<file path="config.mk">
export PLATFORM = sky130hd
export DESIGN_NAME = regfile_write_arbiter
export DESIGN_NICKNAME = d
export VERILOG_FILES = /design/src/rtl/regfile_write_arbiter.sv
export SDC_FILE = /design/constraint.sdc
export NUM_CORES = 1
export LEC_CHECK = 0
export BUFFER_PORTS_ARGS = -buffer_cell sky130_fd_sc_hd__buf_2
export CORE_MARGIN = 8
export CORE_UTILIZATION = 44
export CTS_CLUSTER_DIAMETER = 150
export DETAILED_ROUTE_END_ITERATION = 8
export PLACE_DENSITY = 0.89
export SYNTH_ARGS = -nofsm -noshare
export SYNTH_HDL_FRONTEND = slang
export SYNTH_SLANG_ARGS = --single-unit
</file>
<file path="constraint.sdc">
create_clock -name clk -period 3.85 [get_ports clk]
set_input_delay 0.385 -clock clk [delete_from_list [all_inputs] [get_ports clk]]
set_output_delay 0.385 -clock clk [all_outputs]
set_load 0.005 [all_outputs]
</file>
<file path="src/rtl/regfile_write_arbiter.sv">
// Round-robin arbiter sharing the register-file write port among NREQ producers.
// Registered write stage feeds reg_write/dir_WR/data_in; rd_stall flags pending-write hazards.
module regfile_write_arbiter #(
  parameter int unsigned NREQ   = 3,
  parameter int unsigned ADDR_W = 4,
  parameter int unsigned DATA_W = 32
) (
  input  logic                   clk,
  input  logic                   rst_n,
  input  logic [NREQ-1:0]        req_valid,
  input  logic [NREQ*ADDR_W-1:0] req_addr,
  input  logic [NREQ*DATA_W-1:0] req_data,
  output logic [NREQ-1:0]        req_ready,
  input  logic                   arb_hold,
  input  logic                   rd_en,
  input  logic [ADDR_W-1:0]      rd_dirA,
  input  logic [ADDR_W-1:0]      rd_dirB,
  output logic                   rd_stall,
  output logic                   rf_reg_write,
  output logic [ADDR_W-1:0]      rf_dir_wr,
  output logic [DATA_W-1:0]      rf_data_in,
  output logic [2:0]             grant_id
);

  logic [2:0]        ptr_q, ptr_d;
  logic [2:0]        win;
  logic              found;
  logic              xfer;
  logic [7:0]        valid_pad;
  logic [3:0]        sum;
  logic [ADDR_W-1:0] sel_addr;
  logic [DATA_W-1:0] sel_data;
  logic              hit;

  logic              wr_q;
  logic [ADDR_W-1:0] addr_q;
  logic [DATA_W-1:0] data_q;
  logic [2:0]        id_q;

  // Search upward from ptr, wrapping at NREQ; first valid requester wins.
  always_comb begin
    valid_pad            = '0;
    valid_pad[NREQ-1:0]  = req_valid;
    found                = 1'b0;
    win                  = '0;
    sum                  = '0;
    for (int unsigned k = 0; k < NREQ; k++) begin
      sum = {1'b0, ptr_q} + 4'(k);
      if (sum >= 4'(NREQ)) begin
        sum = sum - 4'(NREQ);
      end
      if (!found && valid_pad[sum[2:0]]) begin
        found = 1'b1;
        win   = sum[2:0];
      end
    end
  end

  assign xfer  = found & ~arb_hold & rst_n;
  assign ptr_d = (win == 3'(NREQ - 1)) ? 3'd0 : win + 3'd1;

  always_comb begin
    req_ready = '0;
    sel_addr  = '0;
    sel_data  = '0;
    for (int unsigned i = 0; i < NREQ; i++) begin
      req_ready[i] = xfer && (win == 3'(i));
      if (win == 3'(i)) begin
        sel_addr = req_addr[i*ADDR_W +: ADDR_W];
        sel_data = req_data[i*DATA_W +: DATA_W];
      end
    end
  end

  // Output stage is excluded: its write lands before the next read samples the file.
  always_comb begin
    hit = 1'b0;
    for (int unsigned i = 0; i < NREQ; i++) begin
      if (req_valid[i] && (req_addr[i*ADDR_W +: ADDR_W] == rd_dirA ||
                           req_addr[i*ADDR_W +: ADDR_W] == rd_dirB)) begin
        hit = 1'b1;
      end
    end
  end

  assign rd_stall = rd_en & hit;

  always_ff @(posedge clk) begin
    if (!rst_n) begin
      ptr_q  <= '0;
      wr_q   <= 1'b0;
      addr_q <= '0;
      data_q <= '0;
      id_q   <= '0;
    end else begin
      wr_q <= xfer;
      if (xfer) begin
        ptr_q  <= ptr_d;
        addr_q <= sel_addr;
        data_q <= sel_data;
        id_q   <= win;
      end
    end
  end

  assign rf_reg_write = wr_q;
  assign rf_dir_wr    = addr_q;
  assign rf_data_in   = data_q;
  assign grant_id     = id_q;

endmodule

</file>
== Word level (Yosys, flattened, before mapping) ==
Index checks and enable logic that the tools add are counted.

* Logic and storage cells: 68
* Register bits after elaboration: 43
* Output and inout bits: 44

* Equality and inequality tests: 8
* Bitwise operators: 4
* Add/subtract/negate cells: 6
* Order comparisons: 6
* Multiplexer cells: 25
* Reduce and logical (&&, ||, !) cells: 14

{| class="wikitable"
|+ Operator list
! cell !! count
|-
| $mux W32 || 3
|-
| $eq A4 B4 Y1 || 6
|-
| $mux W3 || 7
|-
| $lt A3 B4 Y1 const B || 3
|-
| $mux W4 || 3
|-
| $bmux W1 S3 || 3
|-
| $mux W1 || 9
|-
| $sub A3 B2 Y3 const B || 3
|-
| $ge A4 B2 Y1 const B || 2
|-
| $logic_and A1 B1 Y1 || 8
|-
| $add A3 B1 Y4 const B || 1
|-
| $add A3 B2 Y4 const B || 1
|-
| $add A3 B1 Y3 const B || 1
|-
| $and A1 B1 Y1 || 3
|-
| $eq A3 B1 Y1 const B || 1
|-
| $eq A3 B2 Y1 const B || 1
|-
| $ge A3 B2 Y1 const B || 1
|-
| $logic_not A3 Y1 || 1
|-
| $logic_or A1 B1 Y1 || 3
|-
| $logic_not A1 Y1 || 2
|-
| $not A1 Y1 || 1
|}

== Longest topological paths before layout ==
Gate-level depths: netlist (run 1).

* Depth after elaboration: 15
* Gate-level depth with buffers: 13
* Depth with buffers taken out: 10

== Worst setup path before layout (run 1) ==
No wires, ideal clock.

* Kind: register -> output
* Start point: register ptr_q[1]
* End point: output req_ready[1]
* Setup slack: 0.929 ns
* Arrival: 2.536 ns
* Buffers on the path: 3
* Stages on the path, launching flop included: 13
* Path through: dfxtp_1 > inv_2 > ha_1 > buf_2 > nor3_1 > o21ai_0 > a31oi_1 > mux2_2 > o21a_1 > buf_4 > buf_6 > nand2_1 > inv_1

* Word-level cells in the longest chain between the ends: 14
* Elaborated cells on any way between the ends: 31
* Classes of those cells: add/sub: 5; order compare: 3; eq/ne: 1; mux: 15; bitwise: 2; reduce/logical: 5

{| class="wikitable"
|+ RTL lines
! element !! RTL line !! RTL
|-
| from (decl) || 25 || <nowiki>logic [2:0] ptr_q, ptr_d;</nowiki>
|-
| from (signal assigned) || 98 || <nowiki>ptr_q <= ptr_d;</nowiki>
|-
| branches (longest 13 deep; another with $add A3 B1 Y4) || - ||
|-
| $logic_and A1 B1 Y1 * || 67 || <nowiki>req_ready[i] = xfer && (win == 3'(i));</nowiki>
|-
| to (decl) || 13 || <nowiki>output logic [NREQ-1:0] req_ready,</nowiki>
|}

Mark *: on every way between the ends. The select of a mux whose other input is x is not followed.

== Worst setup path after layout (run 1) ==
Same ends and word-level chain as after synthesis.

==> results.py, run 1 <==
metrics = {
    "run_status": {
        "status": "complete, no violations",
    },
    "placed_design": {
        "placed_cell_area_um2": 3700,
        "gp_congestion": 0.812,
        "place_inst": 555,
        "dp_slack_ns": 0.0915,
        "hpwlAfterDp_mm": 7.45,
        "io_buffers": 166,
    },
    "synth": {
        "syn_inst": 333,
        "ys.flop_type": "dfxtp_1",
        "synth_area_leaders": "dfxtp_1, mux2i_1, nand3_1",
        "synth-simple-area-share_pct": 22.1,
        "synth_xor_area_share_pct": 7.63,
        "synth_area_um2": 2870,
        "ys_ff_latch": 43,
        "synth-seq-area-share_pct": 30.0,
        "synth_enable_flop_cells": 0,
        "async_flop_share_pct": 0,
        "synth.largest_area_cell": "dfxtp_1",
        "yosys_warnings": 0,
        "syn_avg_cell_area_um2": 8.62,
        "muxShareOfSynthArea_pct": 13.9,
        "synth_top_area_share_pct": 30.0,
        "synth_fa_ha_area_share_pct": 3.05,
        "synth_fp_nets": 463,
        "synth_cell_types": 47,
        "synth_top_family_by_area": "simple AND/OR/NAND/NOR gates",
        "synth-compound-area-share_pct": 17.2,
    },
    "setup_path": {
        "max_stage_delay_ns": 0.50,
        "crit_family": "buffers and inverters",
        "cp_num_buf_inv": 4,
        "crit_path_end_kind": "output port",
        "startpoint_type": "flip-flop",
        "critical_path_required_ns": 3.46,
        "slowest_stage": "dfxtp_1",
        "path_cells": "inv_2 -> ha_1 -> or3b_1 -> a2111oi_1 -> mux2_2 -> o21a_2 -> buf_6 -> nand2_1 -> inv_1 -> buf_2",
        "crit_arrival_ns": 3.22,
        "cp_max_fo": 37,
        "critPathKind": "flip-flop to output port",
    },
    "sta": {
        "slew_viol_final": 0,
        "rsz0062_at_grt": "yes",
        "worst_pin_slew_ns": 0.775,
        "setup_violations": 0,
        "final.setup.worst_slack_ns": 0.247,
        "whs_ns": 0.340,
        "max_freq_mhz": 278,
        "slew_headroom_pct": 48.3,
        "final_hold_viol_count": 0,
        "skew_ns": 0.00316,
        "min_period_over_period_pct": 93.6,
        "post-route-min-period_ns": 3.60,
    },
    "flow_run": {
        "drv_cap": 0,
    },
    "cells_and_area": {
        "fillers": 564,
        "multiInputGateArea_um2": 1850,
        "regArea_um2": 861,
        "diodes": 0,
        "drive_gt1_share_pct": 39.6,
        "final_cells": 562,
        "nets": 615,
        "flow.area_growth_from_synthesis_pct": 32.7,
        "final_area_um2": 3810,
    },
    "power": {
        "ir_drop_mv": 0.250,
        "p_leak_nw": 1.86,
        "powerDensity_nw_per_um2": 371,
    },
    "floorplanning": {
        "die_w_um": 96.8,
        "io_pins": 167,
        "core_um2": 6350,
        "die_h_um": 96.8,
        "row_count": 29,
        "start_util_pct": 45.2,
        "dieArea_um2": 9370,
    },
    "clocking": {
        "cts.reportedPaths.clkPinSlew_ns": 0.08,
        "clockBufferDepth": 2,
        "clock_sinks": 43,
        "insertion_delay_ns": 0.28,
        "cts_tree": "yes",
        "cts_root_buf": "clkbuf_8",
        "htreeDepth": 2,
        "post_cts_buffers": 0,
        "cts_buffers": 5,
    },
    "global_route": {
        "grt_max_degree": 45,
        "grt_pass1_wl_mm": 15.3,
        "grt_use_total_pct": 19.0,
        "grt_pass1_vias": 3304,
        "antenna_found_initial": 0,
        "grt-ovfl-total": 0,
    },
    "route": {
        "drtIter0Drc": 141,
        "dr.pass1.iters": 4,
        "vias": 3084,
        "viasPerCell": 5.49,
        "drt-met1-wl_mm": 3.85,
        "wl_mm": 9.61,
        "wl_met3_um": 713,
        "wl_per_cell_um": 17.1,
        "top_layer": "met4",
        "drc": 0,
        "wl_met2_mm": 4.93,
        "ant_nets": 0,
    },
    "hold_path": {
        "hold_class": "input port to flip-flop",
    },
}
==> placed cells by master (no fill, tap or decap), drive strengths merged, types with 3 or more instances in the layout <==
cell type,instances
inv,9
nor3,4
mux2i,35
mux2,4
dfxtp,43
nand3,67
xor2,25
o21a,4
o21ai,6
and3,12
buf,171
nand2,12
o211ai,32
clkbuf,6
a2111o,3
nor4,6
ha,7
nor2,6
a21boi,3
a31oi,4
==> cell families (layout without fill, tap and decap cells) <==
kind of cell | Yosys count | after routing
fa+ha+maj | 7 | 7
buf+inv | 35 | 187
compound gates | 64 | 64
xor+xnor | 25 | 25
mux | 39 | 39
flops | 43 | 43
simple gates | 120 | 120
==> worst register-to-register path, cell delays in order (launching register included) <==
cell	delay (ns)
dfxtp_1	0.50
inv_2	0.11
ha_1	0.42
nor3_1	0.28
o21ai_0	0.12
a31oi_1	0.31
mux2_2	0.41
o21a_2	0.22
buf_6	0.22
and3_1	0.26
a2111o_1	0.33
==> state kept, by name, indices dropped and copies added (netlist names) <==
signal,count
rf_data_in,32
rf_dir_wr,4
grant_id,3
ptr_q,3
rf_reg_write,1
==> synth_stat cells (5+ instances only) <==
cell type  number
dfxtp_1        43
ha_1            7
nor2_1          6
clkbuf_1        8
xor2_1         25
nand3_1        67
o21ai_0         5
nand2_1        12
nor4_1          6
o211ai_1       32
buf_2          13
and3_1         12
mux2i_1        35
inv_1           7
==> routing by layer <==
metal,up-vias,track usage (%)
met2,123,34.2
met4,0,5.33
met5,-,0
met1,1417,20.5
met3,10,6.33
li1,1534,-
==> where the power goes <==
group | internal [mW] | switching (mW)
clock | 0.141 | 0.147
sequential | 0.522 | 0.0408
combinational | 0.261 | 0.303
total | 0.923 | 0.490
==> stage by stage <==
step	setup TNS [ns]	util, %	power, mW
final	0	60.0	1.41
after global routing	-0.0276	60.0	1.50
after CTS	0	59.7	1.42
after detailed placement	0	58.3	1.13
after global placement	0	58.3	1.11
after floorplan	0	-	0.914
==> layout make-up <==
class | count | share of cell area [%]
Clock buffer | 6 | 2.17
Clock inverter | 1 | 0.131
Inverter | 9 | 0.952
Multi-Input combinational cell | 255 | 48.6
Sequential cell | 43 | 22.6
Tap cell | 77 | 2.53
Timing Repair Buffer | 171 | 23.0
==> final timing paths <==
check | start | depth (start not counted) | slack [ns] | endpoint
max | ptr_q[1] | 10 | 0.25 | req_ready[1]
min | req_data[55] | 3 | 0.34 | rf_data_in[23]
max reg2reg | ptr_q[1] | 10 | 0.56 | rf_dir_wr[2]
min reg2reg | grant_id[1] | 2 | 0.47 | grant_id[1]
==> what timing repair did <==
item | in CTS | in global routing
endpoints found under the setup margin | 0 | 24
hold buffers | 0 | 0
gates resized for setup | 0 | 6
No activity file was read; power rests on OpenSTA's default activity.
==> run 2, diff against run 1 <==
CORE_UTILIZATION = 36   (was 44)
HOLD_SLACK_MARGIN = 0.02   (was not set)
PLACE_DENSITY = 0.77   (was 0.89)
REMOVE_ABC_BUFFERS = 1   (was not set)
==> run 2 against run 1 <==
Against the previous run:
- count of clock-buffer cells in the layout unchanged
- critical path depth down 1
- die area up 18%
- cell area up 1.3%
- global-route usage down 1.5 points
- worst setup slack worse by 0.0035 ns
==> results.py, run 2 (synthesis gave the netlist of run 1 again) <==
metrics = {
    "setup_path": {
        "crit_path_frequent_cell": "nor3_1",
        "max_stage_delay_ns": 0.51,
        "crit_arrival_ns": 3.22,
        "r2r_slack_ns": 0.44,
        "r2r_end": "rf_data_in[6]",
        "critical_path_required_ns": 3.46,
        "reg2reg_depth": 9,
        "rr_startpoint": "ptr_q[1]",
        "startpoint_type": "flip-flop",
        "path_cells": "inv_2 -> ha_1 -> nor3_1 -> o21ai_0 -> a31oi_2 -> mux2_2 -> o21a_2 -> nor3_1 -> buf_2",
        "crit_path_end_kind": "output port",
        "cp_num_buf_inv": 2,
        "cp_max_fo": 11,
        "crit_family": "compound AO/OA/AOI/OAI gates",
        "slowest_stage": "dfxtp_1",
        "critPathKind": "flip-flop to output port",
    },
    "cells_and_area": {
        "drive_gt1_share_pct": 40.0,
        "final_area_um2": 3860,
        "final_common_cell": "buf_2",
        "mostFrequentLayoutCells": "buf_2, nand3_1, dfxtp_1",
        "fillers": 737,
        "largest_reg_flops": 32,
        "flow.area_growth_from_synthesis_pct": 34.5,
        "regArea_um2": 861,
        "nets": 619,
        "diodes": 0,
        "multiInputGateArea_um2": 1860,
    },
    "clocking": {
        "cts.reportedPaths.clkPinSlew_ns": 0.08,
        "cts_buffers": 5,
        "post_cts_buffers": 0,
        "cts_root_buf": "clkbuf_8",
        "cts_tree": "yes",
        "insertion_delay_ns": 0.29,
        "clock_sinks": 43,
        "htreeDepth": 2,
        "clockBufferDepth": 2,
    },
    "power": {
        "comb_power_share_pct": 40.4,
        "powerDensity_nw_per_um2": 366,
        "p_seq_share_pct": 39.9,
        "p_switching_mw": 0.500,
        "ir_drop_mv": 0.165,
        "clkPwrFrac_pct": 19.7,
        "p_total_mw": 1.41,
        "p_leak_nw": 1.87,
        "p_sw_share_pct": 35.3,
        "p_int_mw": 0.915,
    },
    "route": {
        "viasPerCell": 5.36,
        "drc": 0,
        "ant_nets": 0,
        "dr.pass1.iters": 4,
        "wl_per_cell_um": 16.9,
        "drtIter0Drc": 148,
        "wl_mm": 10.0,
        "vias": 3172,
    },
    "sta": {
        "slew_viol_final": 0,
        "final_hold_viol_count": 0,
        "worst_pin_slew_ns": 0.707,
        "final.setup.worst_slack_ns": 0.243,
        "setup_violations": 0,
        "fin_tns_setup_ns": 0,
        "skew_ns": 0.00782,
        "max_freq_mhz": 277,
        "whs_ns": 0.334,
        "rsz0062_at_grt": "no",
        "slew_headroom_pct": 52.7,
        "min_period_over_period_pct": 93.7,
        "post-route-min-period_ns": 3.61,
    },
    "placed_design": {
        "io_buffers": 166,
        "gp_congestion": 0.821,
        "hpwlAfterDp_mm": 8.12,
        "dp_slack_ns": 0.418,
        "placed_cell_area_um2": 3770,
    },
    "global_route": {
        "antenna_found_initial": 0,
        "grt_pass1_vias": 3411,
        "grt_max_degree": 43,
        "grt_pass1_wl_mm": 16.3,
        "grt_use_total_pct": 17.5,
        "grt-ovfl-total": 0,
    },
    "floorplanning": {
        "die_h_um": 105,
        "core_um2": 7730,
        "io_pins": 167,
        "dieArea_um2": 11100,
        "row_count": 32,
        "start_util_pct": 37.2,
        "die_w_um": 105,
    },
    "hold_path": {
        "holdPathEnd": "rf_data_in[2]",
        "hp-start": "req_data[66]",
        "hold_class": "input port to flip-flop",
        "whs_path_depth": 3,
    },
    "run_status": {
        "status": "complete, no violations",
    },
    "flow_run": {
        "drv_cap": 0,
    },
}
==> run 2: layer usage <==
layer	global-route usage, %	up-vias	wire, µm
met4	6.63	0	269
li1	-	1543	-
met2	31.8	126	5280
met5	0	-	0
met3	4.63	27	543
met1	18.9	1476	3940
==> run 2: worst reg2reg max path, cell delays in order, from the launching register on <==
cell	delay, ns
dfxtp_1	0.51
inv_2	0.10
ha_1	0.33
or3b_1	0.42
a2111oi_1	0.48
a211o_1	0.21
o21ai_4	0.07
inv_2	0.32
nand2_1	0.53
o211ai_1	0.35
==> run 2: area by class of cell <==
class | instances | share of cell area [%]
Tap cell | 102 | 3.31
Timing Repair Buffer | 175 | 23.3
Clock inverter | 2 | 0.324
Multi-Input combinational cell | 255 | 48.1
Sequential cell | 43 | 22.3
Clock buffer | 6 | 1.88
Inverter | 9 | 0.875
==> run 2: how the worst max path moves through the flow <==
stage	start	to	slack (ns)	cells after the start
CTS	ptr_q[1]	req_ready[0]	0.11	9
floorplan	ptr_q[0]	rf_dir_wr[0]	-0.66	9
finish	ptr_q[1]	req_ready[0]	0.24	9
detailed placement	ptr_q[1]	rf_data_in[9]	0.42	9
global placement	ptr_q[1]	rf_dir_wr[2]	0.57	10
global route	ptr_q[1]	req_ready[0]	0.09	9
==> run 2: power groups by stage <==
stage                     logic [mW]  registers (mW)  clock network (mW)
after floorplan                0.300           0.579                   0
after global placement         0.554           0.571                   0
after detailed placement       0.570           0.573                   0
after CTS                      0.571           0.564               0.288
after global routing           0.626           0.574               0.309
final                          0.572           0.564               0.279
==> run 2: per-stage QoR <==
step	std cells	utilization [%]
global route	592	50.0
CTS	592	49.8
floorplan	307	-
detailed placement	584	48.7
global placement	584	48.7
finish	592	50.0
==> run 2: what timing repair did <==
action                     in CTS  in global routing
hold buffers                    0                  0
setup endpoints to repair       0                  1
gates resized for setup         0                  2
